$ cat config.mk
export PLATFORM = sky130hd
export DESIGN_NAME = bf_host_ctrl
export DESIGN_NICKNAME = d
export VERILOG_FILES = /design/src/rtl/bf_host_pkg.sv /design/src/rtl/bf_host_tx_arb.sv /design/src/rtl/bf_host_ctrl.sv
export SDC_FILE = /design/constraint.sdc
export NUM_CORES = 1
export LEC_CHECK = 0
export CAP_MARGIN = 20
export CORE_MARGIN = 2
export CORE_UTILIZATION = 53
export CTS_BUF_LIST = sky130_fd_sc_hd__clkbuf_4 sky130_fd_sc_hd__clkbuf_8
export DETAILED_ROUTE_END_ITERATION = 12
export GPL_TIMING_DRIVEN = 1
export PLACE_DENSITY_LB_ADDON = 0.05
export SYNTH_ARGS = -nofsm -noshare
export SYNTH_HDL_FRONTEND = slang
export SYNTH_SLANG_ARGS = --single-unit
export TNS_END_PERCENT = 5
$ cat constraint.sdc
create_clock -name clk_i -period 2.5 [get_ports clk_i]
set_clock_uncertainty 0.15 [all_clocks]
set_input_delay 0.75 -clock clk_i [delete_from_list [all_inputs] [get_ports clk_i]]
set_output_delay 0.75 -clock clk_i [all_outputs]
set_load 0.03 [all_outputs]
$ cat src/rtl/bf_host_pkg.sv
// Shared constants for the TinyBF UART host front-end: command/response
// bytes, controller state encoding and the status-byte helper.
package bf_host_pkg;

    localparam logic [7:0] CMD_PROG = 8'h50;
    localparam logic [7:0] CMD_RUN  = 8'h52;
    localparam logic [7:0] CMD_HALT = 8'h48;
    localparam logic [7:0] CMD_DUMP = 8'h44;
    localparam logic [7:0] CMD_STAT = 8'h53;

    localparam logic [7:0] RSP_OK  = 8'h4B;
    localparam logic [7:0] RSP_ERR = 8'h45;
    localparam logic [7:0] RSP_TMO = 8'h54;

    localparam int unsigned ST_W = 4;

    localparam logic [ST_W-1:0] ST_IDLE      = 4'd0;
    localparam logic [ST_W-1:0] ST_P_LEN     = 4'd1;
    localparam logic [ST_W-1:0] ST_P_DATA    = 4'd2;
    localparam logic [ST_W-1:0] ST_RESP      = 4'd3;
    localparam logic [ST_W-1:0] ST_RESP_WAIT = 4'd4;
    localparam logic [ST_W-1:0] ST_D_RD      = 4'd5;
    localparam logic [ST_W-1:0] ST_D_LAT     = 4'd6;
    localparam logic [ST_W-1:0] ST_D_TX      = 4'd7;
    localparam logic [ST_W-1:0] ST_D_WAIT    = 4'd8;
    localparam logic [ST_W-1:0] ST_RUN       = 4'd9;
    localparam logic [ST_W-1:0] ST_ESC_WAIT  = 4'd10;

    typedef enum logic [ST_W-1:0] {
        S_IDLE      = ST_IDLE,
        S_P_LEN     = ST_P_LEN,
        S_P_DATA    = ST_P_DATA,
        S_RESP      = ST_RESP,
        S_RESP_WAIT = ST_RESP_WAIT,
        S_D_RD      = ST_D_RD,
        S_D_LAT     = ST_D_LAT,
        S_D_TX      = ST_D_TX,
        S_D_WAIT    = ST_D_WAIT,
        S_RUN       = ST_RUN,
        S_ESC_WAIT  = ST_ESC_WAIT
    } state_e;

    typedef enum logic [1:0] {
        A_IDLE = 2'd0,
        A_GAP  = 2'd1,
        A_WAIT = 2'd2
    } arb_e;

    // {cpu busy, reserved 0, 6-bit program counter}
    function automatic logic [7:0] status_byte(input logic busy, input logic [5:0] pc);
        return {busy, 1'b0, pc};
    endfunction

endpackage

$ cat src/rtl/bf_host_tx_arb.sv
// UART TX ownership: CPU passthrough in RUN, otherwise a single-shot send
// handshake (req -> start pulse -> busy wait -> done) for the host FSM.
module bf_host_tx_arb
    import bf_host_pkg::*;
(
    input  logic       clk_i,
    input  logic       rst_i,
    input  logic       run_sel_i,
    input  logic       req_i,
    input  logic [7:0] req_data_i,
    output logic       sent_c,
    output logic       done_c,
    input  logic       tx_busy_i,
    input  logic [7:0] cpu_tx_data_i,
    input  logic       cpu_tx_start_i,
    output logic [7:0] tx_data_o,
    output logic       tx_start_o
);

    arb_e       phase_q, phase_d;
    logic [7:0] tx_data_q, tx_data_d;
    logic       tx_start_q, tx_start_d;

    always_ff @(posedge clk_i or posedge rst_i) begin
        if (rst_i) begin
            phase_q    <= A_IDLE;
            tx_data_q  <= 8'd0;
            tx_start_q <= 1'b0;
        end else begin
            phase_q    <= phase_d;
            tx_data_q  <= tx_data_d;
            tx_start_q <= tx_start_d;
        end
    end

    // The GAP phase hides the cycle before the UART has seen the start pulse.
    always_comb begin
        phase_d    = phase_q;
        tx_data_d  = tx_data_q;
        tx_start_d = 1'b0;
        sent_c     = 1'b0;
        done_c     = 1'b0;
        unique case (phase_q)
            A_IDLE: begin
                if (req_i) begin
                    tx_data_d = req_data_i;
                    if (!tx_busy_i) begin
                        tx_start_d = 1'b1;
                        sent_c     = 1'b1;
                        phase_d    = A_GAP;
                    end
                end
            end
            A_GAP: phase_d = A_WAIT;
            A_WAIT: begin
                if (!tx_busy_i) begin
                    done_c  = 1'b1;
                    phase_d = A_IDLE;
                end
            end
            default: phase_d = A_IDLE;
        endcase
    end

    assign tx_data_o  = run_sel_i ? cpu_tx_data_i  : tx_data_q;
    assign tx_start_o = run_sel_i ? cpu_tx_start_i : tx_start_q;

endmodule

$ cat src/rtl/bf_host_ctrl.sv
// TinyBF UART host command front-end (load / run / halt / dump / status).
// Optional load inter-byte timeout: define BF_HOST_PROG_TIMEOUT_EN.
module bf_host_ctrl
    import bf_host_pkg::*;
#(
    parameter int unsigned ADDR_W         = 5,
    parameter int unsigned TAPE_ADDR_W    = 4,
    parameter int unsigned INSTR_W        = 8,
    parameter logic [7:0]  ESC_BYTE       = 8'h1B,
    parameter int unsigned TIMEOUT_CYCLES = 1000000
) (
    input  logic                   clk_i,
    input  logic                   rst_i,
    input  logic [7:0]             rx_data_i,
    input  logic                   rx_valid_i,
    output logic [7:0]             tx_data_o,
    output logic                   tx_start_o,
    input  logic                   tx_busy_i,
    input  logic [7:0]             cpu_tx_data_i,
    input  logic                   cpu_tx_start_i,
    output logic                   cpu_rx_valid_o,
    output logic                   cpu_start_o,
    output logic                   cpu_halt_o,
    input  logic                   cpu_busy_i,
    input  logic [ADDR_W-1:0]      cpu_pc_i,
    output logic                   prog_wen_o,
    output logic [ADDR_W-1:0]      prog_waddr_o,
    output logic [INSTR_W-1:0]     prog_wdata_o,
    output logic                   tape_ren_o,
    output logic [TAPE_ADDR_W-1:0] tape_raddr_o,
    input  logic [7:0]             tape_rdata_i,
    output logic                   run_mode_o,
    output logic                   host_busy_o
);

    state_e                 state_q, state_d;
    state_e                 ret_q, ret_d;
    logic [7:0]             tx_byte_q, tx_byte_d;
    logic [7:0]             remain_q, remain_d;
    logic [ADDR_W-1:0]      p_addr_q, p_addr_d;
    logic                   prog_wen_q, prog_wen_d;
    logic [ADDR_W-1:0]      prog_waddr_q, prog_waddr_d;
    logic [INSTR_W-1:0]     prog_wdata_q, prog_wdata_d;
    logic                   tape_ren_q, tape_ren_d;
    logic [TAPE_ADDR_W-1:0] tape_raddr_q, tape_raddr_d;
    logic                   cpu_start_q, cpu_start_d;
    logic                   cpu_halt_q, cpu_halt_d;
    logic                   run_mode_q, run_mode_d;
    logic                   host_busy_q, host_busy_d;
    logic                   req_c, sent_c, done_c, tmo_hit_c;

`ifdef BF_HOST_PROG_TIMEOUT_EN
    localparam int unsigned TMO_W = (TIMEOUT_CYCLES > 2) ? $clog2(TIMEOUT_CYCLES) : 1;

    logic [TMO_W-1:0] tmo_cnt_q, tmo_cnt_d;
    logic             in_load_c;

    // Idle-cycle counter for the load phase; any received byte restarts it.
    assign in_load_c = (state_q == S_P_LEN) || (state_q == S_P_DATA);
    assign tmo_hit_c = in_load_c && !rx_valid_i &&
                       (tmo_cnt_q == TMO_W'(TIMEOUT_CYCLES - 1));

    always_comb begin
        tmo_cnt_d = '0;
        if (in_load_c && !rx_valid_i && !tmo_hit_c) begin
            tmo_cnt_d = tmo_cnt_q + TMO_W'(1);
        end
    end

    always_ff @(posedge clk_i or posedge rst_i) begin
        if (rst_i) begin
            tmo_cnt_q <= '0;
        end else begin
            tmo_cnt_q <= tmo_cnt_d;
        end
    end
`else
    logic unused_tmo;
    assign tmo_hit_c  = 1'b0;
    assign unused_tmo = ^32'(TIMEOUT_CYCLES);
`endif

    assign req_c = (state_q == S_RESP) || (state_q == S_D_TX);

    bf_host_tx_arb u_tx_arb (
        .clk_i          (clk_i),
        .rst_i          (rst_i),
        .run_sel_i      (run_mode_q),
        .req_i          (req_c),
        .req_data_i     (tx_byte_q),
        .sent_c         (sent_c),
        .done_c         (done_c),
        .tx_busy_i      (tx_busy_i),
        .cpu_tx_data_i  (cpu_tx_data_i),
        .cpu_tx_start_i (cpu_tx_start_i),
        .tx_data_o      (tx_data_o),
        .tx_start_o     (tx_start_o)
    );

    always_ff @(posedge clk_i or posedge rst_i) begin
        if (rst_i) begin
            state_q      <= S_IDLE;
            ret_q        <= S_IDLE;
            tx_byte_q    <= 8'd0;
            remain_q     <= 8'd0;
            p_addr_q     <= '0;
            prog_wen_q   <= 1'b0;
            prog_waddr_q <= '0;
            prog_wdata_q <= '0;
            tape_ren_q   <= 1'b0;
            tape_raddr_q <= '0;
            cpu_start_q  <= 1'b0;
            cpu_halt_q   <= 1'b0;
            run_mode_q   <= 1'b0;
            host_busy_q  <= 1'b0;
        end else begin
            state_q      <= state_d;
            ret_q        <= ret_d;
            tx_byte_q    <= tx_byte_d;
            remain_q     <= remain_d;
            p_addr_q     <= p_addr_d;
            prog_wen_q   <= prog_wen_d;
            prog_waddr_q <= prog_waddr_d;
            prog_wdata_q <= prog_wdata_d;
            tape_ren_q   <= tape_ren_d;
            tape_raddr_q <= tape_raddr_d;
            cpu_start_q  <= cpu_start_d;
            cpu_halt_q   <= cpu_halt_d;
            run_mode_q   <= run_mode_d;
            host_busy_q  <= host_busy_d;
        end
    end

    // Responses go through RESP/RESP_WAIT, then land in ret_q (IDLE or RUN).
    always_comb begin
        state_d      = state_q;
        ret_d        = ret_q;
        tx_byte_d    = tx_byte_q;
        remain_d     = remain_q;
        p_addr_d     = p_addr_q;
        prog_wen_d   = 1'b0;
        prog_waddr_d = prog_waddr_q;
        prog_wdata_d = prog_wdata_q;
        tape_raddr_d = tape_raddr_q;
        cpu_start_d  = 1'b0;
        cpu_halt_d   = 1'b0;
        unique case (state_q)
            S_IDLE: begin
                if (rx_valid_i) begin
                    state_d = S_RESP;
                    ret_d   = S_IDLE;
                    case (rx_data_i)
                        CMD_PROG: state_d = S_P_LEN;
                        CMD_RUN: begin
                            cpu_start_d = 1'b1;
                            tx_byte_d   = RSP_OK;
                            ret_d       = S_RUN;
                        end
                        CMD_HALT: begin
                            cpu_halt_d = 1'b1;
                            tx_byte_d  = RSP_OK;
                        end
                        CMD_DUMP: begin
                            state_d      = S_D_RD;
                            tape_raddr_d = '0;
                        end
                        CMD_STAT: tx_byte_d = status_byte(cpu_busy_i, 6'(cpu_pc_i));
                        default:  tx_byte_d = RSP_ERR;
                    endcase
                end
            end
            S_P_LEN: begin
                if (rx_valid_i) begin
                    if (rx_data_i == 8'd0) begin
                        tx_byte_d = RSP_OK; ret_d = S_IDLE; state_d = S_RESP;
                    end else begin
                        remain_d = rx_data_i;
                        p_addr_d = '0;
                        state_d  = S_P_DATA;
                    end
                end else if (tmo_hit_c) begin
                    tx_byte_d = RSP_TMO; ret_d = S_IDLE; state_d = S_RESP;
                end
            end
            S_P_DATA: begin
                if (rx_valid_i) begin
                    prog_wen_d   = 1'b1;
                    prog_waddr_d = p_addr_q;
                    prog_wdata_d = INSTR_W'(rx_data_i);
                    p_addr_d     = p_addr_q + ADDR_W'(1);
                    remain_d     = remain_q - 8'd1;
                    if (remain_q == 8'd1) begin
                        tx_byte_d = RSP_OK; ret_d = S_IDLE; state_d = S_RESP;
                    end
                end else if (tmo_hit_c) begin
                    tx_byte_d = RSP_TMO; ret_d = S_IDLE; state_d = S_RESP;
                end
            end
            S_RESP:      if (sent_c) state_d = S_RESP_WAIT;
            S_RESP_WAIT: if (done_c) state_d = ret_q;
            S_D_RD:      state_d = S_D_LAT;
            S_D_LAT: begin
                tx_byte_d = tape_rdata_i;
                state_d   = S_D_TX;
            end
            S_D_TX:      if (sent_c) state_d = S_D_WAIT;
            S_D_WAIT: begin
                if (done_c) begin
                    if (tape_raddr_q == '1) begin
                        tx_byte_d = RSP_OK; ret_d = S_IDLE; state_d = S_RESP;
                    end else begin
                        tape_raddr_d = tape_raddr_q + TAPE_ADDR_W'(1);
                        state_d      = S_D_RD;
                    end
                end
            end
            S_RUN: begin
                if (rx_valid_i && (rx_data_i == ESC_BYTE)) begin
                    cpu_halt_d = 1'b1;
                    state_d    = S_ESC_WAIT;
                end
            end
            S_ESC_WAIT: begin
                if (!tx_busy_i) begin
                    tx_byte_d = RSP_OK; ret_d = S_IDLE; state_d = S_RESP;
                end
            end
            default: state_d = S_IDLE;
        endcase
        // Read strobe and mode flags are registered alongside the state.
        tape_ren_d  = (state_d == S_D_RD);
        run_mode_d  = (state_d == S_RUN);
        host_busy_d = (state_d != S_IDLE) && (state_d != S_RUN);
    end

    assign cpu_rx_valid_o = run_mode_q && rx_valid_i && (rx_data_i != ESC_BYTE);
    assign cpu_start_o    = cpu_start_q;
    assign cpu_halt_o     = cpu_halt_q;
    assign prog_wen_o     = prog_wen_q;
    assign prog_waddr_o   = prog_waddr_q;
    assign prog_wdata_o   = prog_wdata_q;
    assign tape_ren_o     = tape_ren_q;
    assign tape_raddr_o   = tape_raddr_q;
    assign run_mode_o     = run_mode_q;
    assign host_busy_o    = host_busy_q;

endmodule

==> impl_results.md <==
* Crit end category: output port
* Max FO, Critical Path at 5
* TritonCTS Buffers at 9
* Top Ports at 68
* Main synth FF type: dfrtp_1
* Largest cells by area after synthesis: dfrtp_1 (46%), mux2_2 (9.7%), o21ai_0 (4.0%)
* H-tree depth at 3
* Nets at 479
* Clock latency on the worst-skew pair at 0.35 ns
* F_max at 398 MHz
* Cts hold-fix bufs at 0
* Final ANT Viol Nets at 0
* Area Growth Syn to Fin at 40.4%
* Routed WL at 8740 um
* Top cell type's share of synthesized area at 0.461
* EDFF count, synth at 0
* Iter 0 DRT Violations at 188
* TritonCTS clock tree: done
* Routed WL per cell at 16.8 um
* Slew margin rel. at 0.666
* Gr ovfl total at 0
* Worst-margin pin slew at 0.497 ns
* Most frequent cells in the layout: dfrtp_1 (60), buf_4 (53), clkdlybuf4s50_1 (47)
* DR vias at 2951
* Final HPWL DP at 6360 um
* Sequential-to-total area share from yosys stat at 0.461
* FF+latch count, synth at 60
* Drt first pass iters at 5
* Initial Util at 0.550
* Fin worst setup slack at -0.0124 ns
* Placeable Area at 5920 um^2
* Met1 usage at 0.361
* Ys async rst share at 1.00
* Clock sink count at 60
* Run status: finished with violations
* Critical Path Source Type: input pin
* Worst min-delay path category: register to register
* WP data arrival at 1.61 ns
* Mean Syn Cell Area at 9.93 um^2
* Mapped Nets at 367
* Mapped cell area at 3260 um^2
* Avg Vias per Cell at 5.68
* Multi-input logic area at 1640 um^2
* Gr busiest metal: met2
* Port buffer count at 67
* Layout cell share with drive strength beyond 1 at 0.297
* Warnings, synthesis at 0
* Pin count of the biggest net entering global routing at 61
* Met2 Resource Use GR at 0.469
* Die width at 82.4 um
* Clk slew on worst S/H paths at 0.08 ns
* PwrDens at 1140 nW/um^2
* Maxcap violations at 0
* Gr usage total at 0.282
* RePlAce Congestion at 0.900
* Post-synth top area cell: dfrtp_1
* Initial antenna violation count at 0
* R2R Setup Slk at 0.09 ns
* Setup CP Type: input pin to output port
* Die Area at 6790 um^2
* Peak VDD IR at 886 uV
* Number of global-route vias before repair at 2915
* Final worst-path cycle share at 1.00
* Max Slew Vio Count at 0
* Number of library cell types mapped by synthesis at 55
* First-pass GRT wire length at 14200 um
* Register area at 1500 um^2
* Most common cell after layout, fill and taps aside: dfrtp_1
* Hold Violations, Final at 0
* Die Y at 82.4 um
* Hold WS at 0.340 ns
* RSZ-0062 raised after global routing: yes
* Grt met3 use at 0.0543
* # DRC at 0
* Crit path time final at 2.51 ns
* CTS max path bufs at 2
* Synth Instances at 328
* Final core utilization at 0.773
* Clk root buf: clkbuf_8
* LEAKAGE at 2.11 nW
* # setup viols final at 1
* WP data required at 1.60 ns
* Filler cells at 423
* # rows at 28
* Violated checks: setup timing
* Diode count at 0
critical path: stages:
cell and delay, ns:
buf_2 0.15, buf_4 0.14, and4b_1 0.33, a21oi_2 0.07, buf_4 0.17
layer usage:
layer / share of wire / vias to the layer above
li1: - / 1411
met2: 0.49 / 103
met5: 0 / -
met4: 0.028 / 0
met1: 0.43 / 1417
met3: 0.054 / 20
what timing repair did:
| action | 4_1_cts | 5_1_grt |
|---|---|---|
| endpoints found under the setup margin | 13 | 18 |
| endpoints found under the hold margin | 0 | 0 |
| resized for setup | 31 | 9 |
| buffers inserted | 2 | 0 |
| pin swaps | 3 | 0 |
Yosys cell counts (2+ instances only):
master and instances:
nand3_1 11, nor2_1 23, buf_2 4, a31oi_1 6, o32ai_1 2, nand4_1 4
dfrtp_1 60, a211oi_1 2, or2_2 2, nor2b_1 4, mux2_2 28, xor2_1 2
or4_1 2, nand2_1 30, nor4b_1 5, a22oi_1 4, and3_1 7, ha_1 4
nand2b_1 3, nor3_1 7, and2_1 3, a22o_1 6, a21oi_1 16, clkbuf_1 12
mux2_4 7, o21ai_0 26, o31ai_1 2, buf_6 2, inv_1 18
layout make-up:
cell class              count  share of cell area
multi-input cells         231               0.358
flip-flops and latches     60               0.328
repair buffers            120               0.236
clock buffers               9              0.0271
well taps                  75              0.0205
clock inverters             7              0.0161
inverters                  18              0.0148
sequential cells by signal (all words and copies together) (netlist names), 2 cells and up:
name,count
remain_q,8
tape_raddr_o,4
u_tx_arb.tx_data_q,8
prog_wdata_o,8
tx_byte_q,8
state_q,4
prog_waddr_o,5
p_addr_q,5
u_tx_arb.phase_q,2
final timing paths:
kind,start,end,depth (start not counted)
max in group asynchronous,rst_i,remain_q[4],3
min reg2reg,prog_wdata_o[2],prog_wdata_o[2],2
max reg2reg,remain_q[3],tx_byte_q[4],5
min,prog_wdata_o[2],prog_wdata_o[2],2
max,rx_data_i[6],cpu_rx_valid_o,5
min in group asynchronous,rst_i,tx_byte_q[0],3
where the power goes:
part,internal [W],switching [W],leakage [nW]
Sequential,0.00132,0.000259,0.750
Combinational,0.00132,0.00142,1.26
Clock,0.000464,0.000419,0.100
Total,0.00311,0.00210,2.11
cell families after synthesis:
kind of cell / count (synthesis) / synth area share
DFF: 60 / 0.461
AOI/OAI and AO/OA: 76 / 0.147
xor gates and xnor gates: 3 / 0.00807
and+or+nand+nor: 112 / 0.187
buffers and inverters: 37 / 0.0492
adders and majority gates: 4 / 0.0154
muxes: 36 / 0.132
stage by stage:
step                instance area, um^2  TNS (ns)  instances  total power [W]  worst slack [ns]
floorplan                          3260         0        328          0.00335            0.0220
finish                             4570   -0.0124        520          0.00521           -0.0124
detailed placement                 4320    -11.83        502          0.00429            -0.550
global placement                   4320    -10.02        502          0.00421            -0.473
CTS                                4530         0        520          0.00519           0.00531
global route                       4570   -0.0590        520          0.00555           -0.0331
No activity file was read; power rests on OpenSTA's default activity.
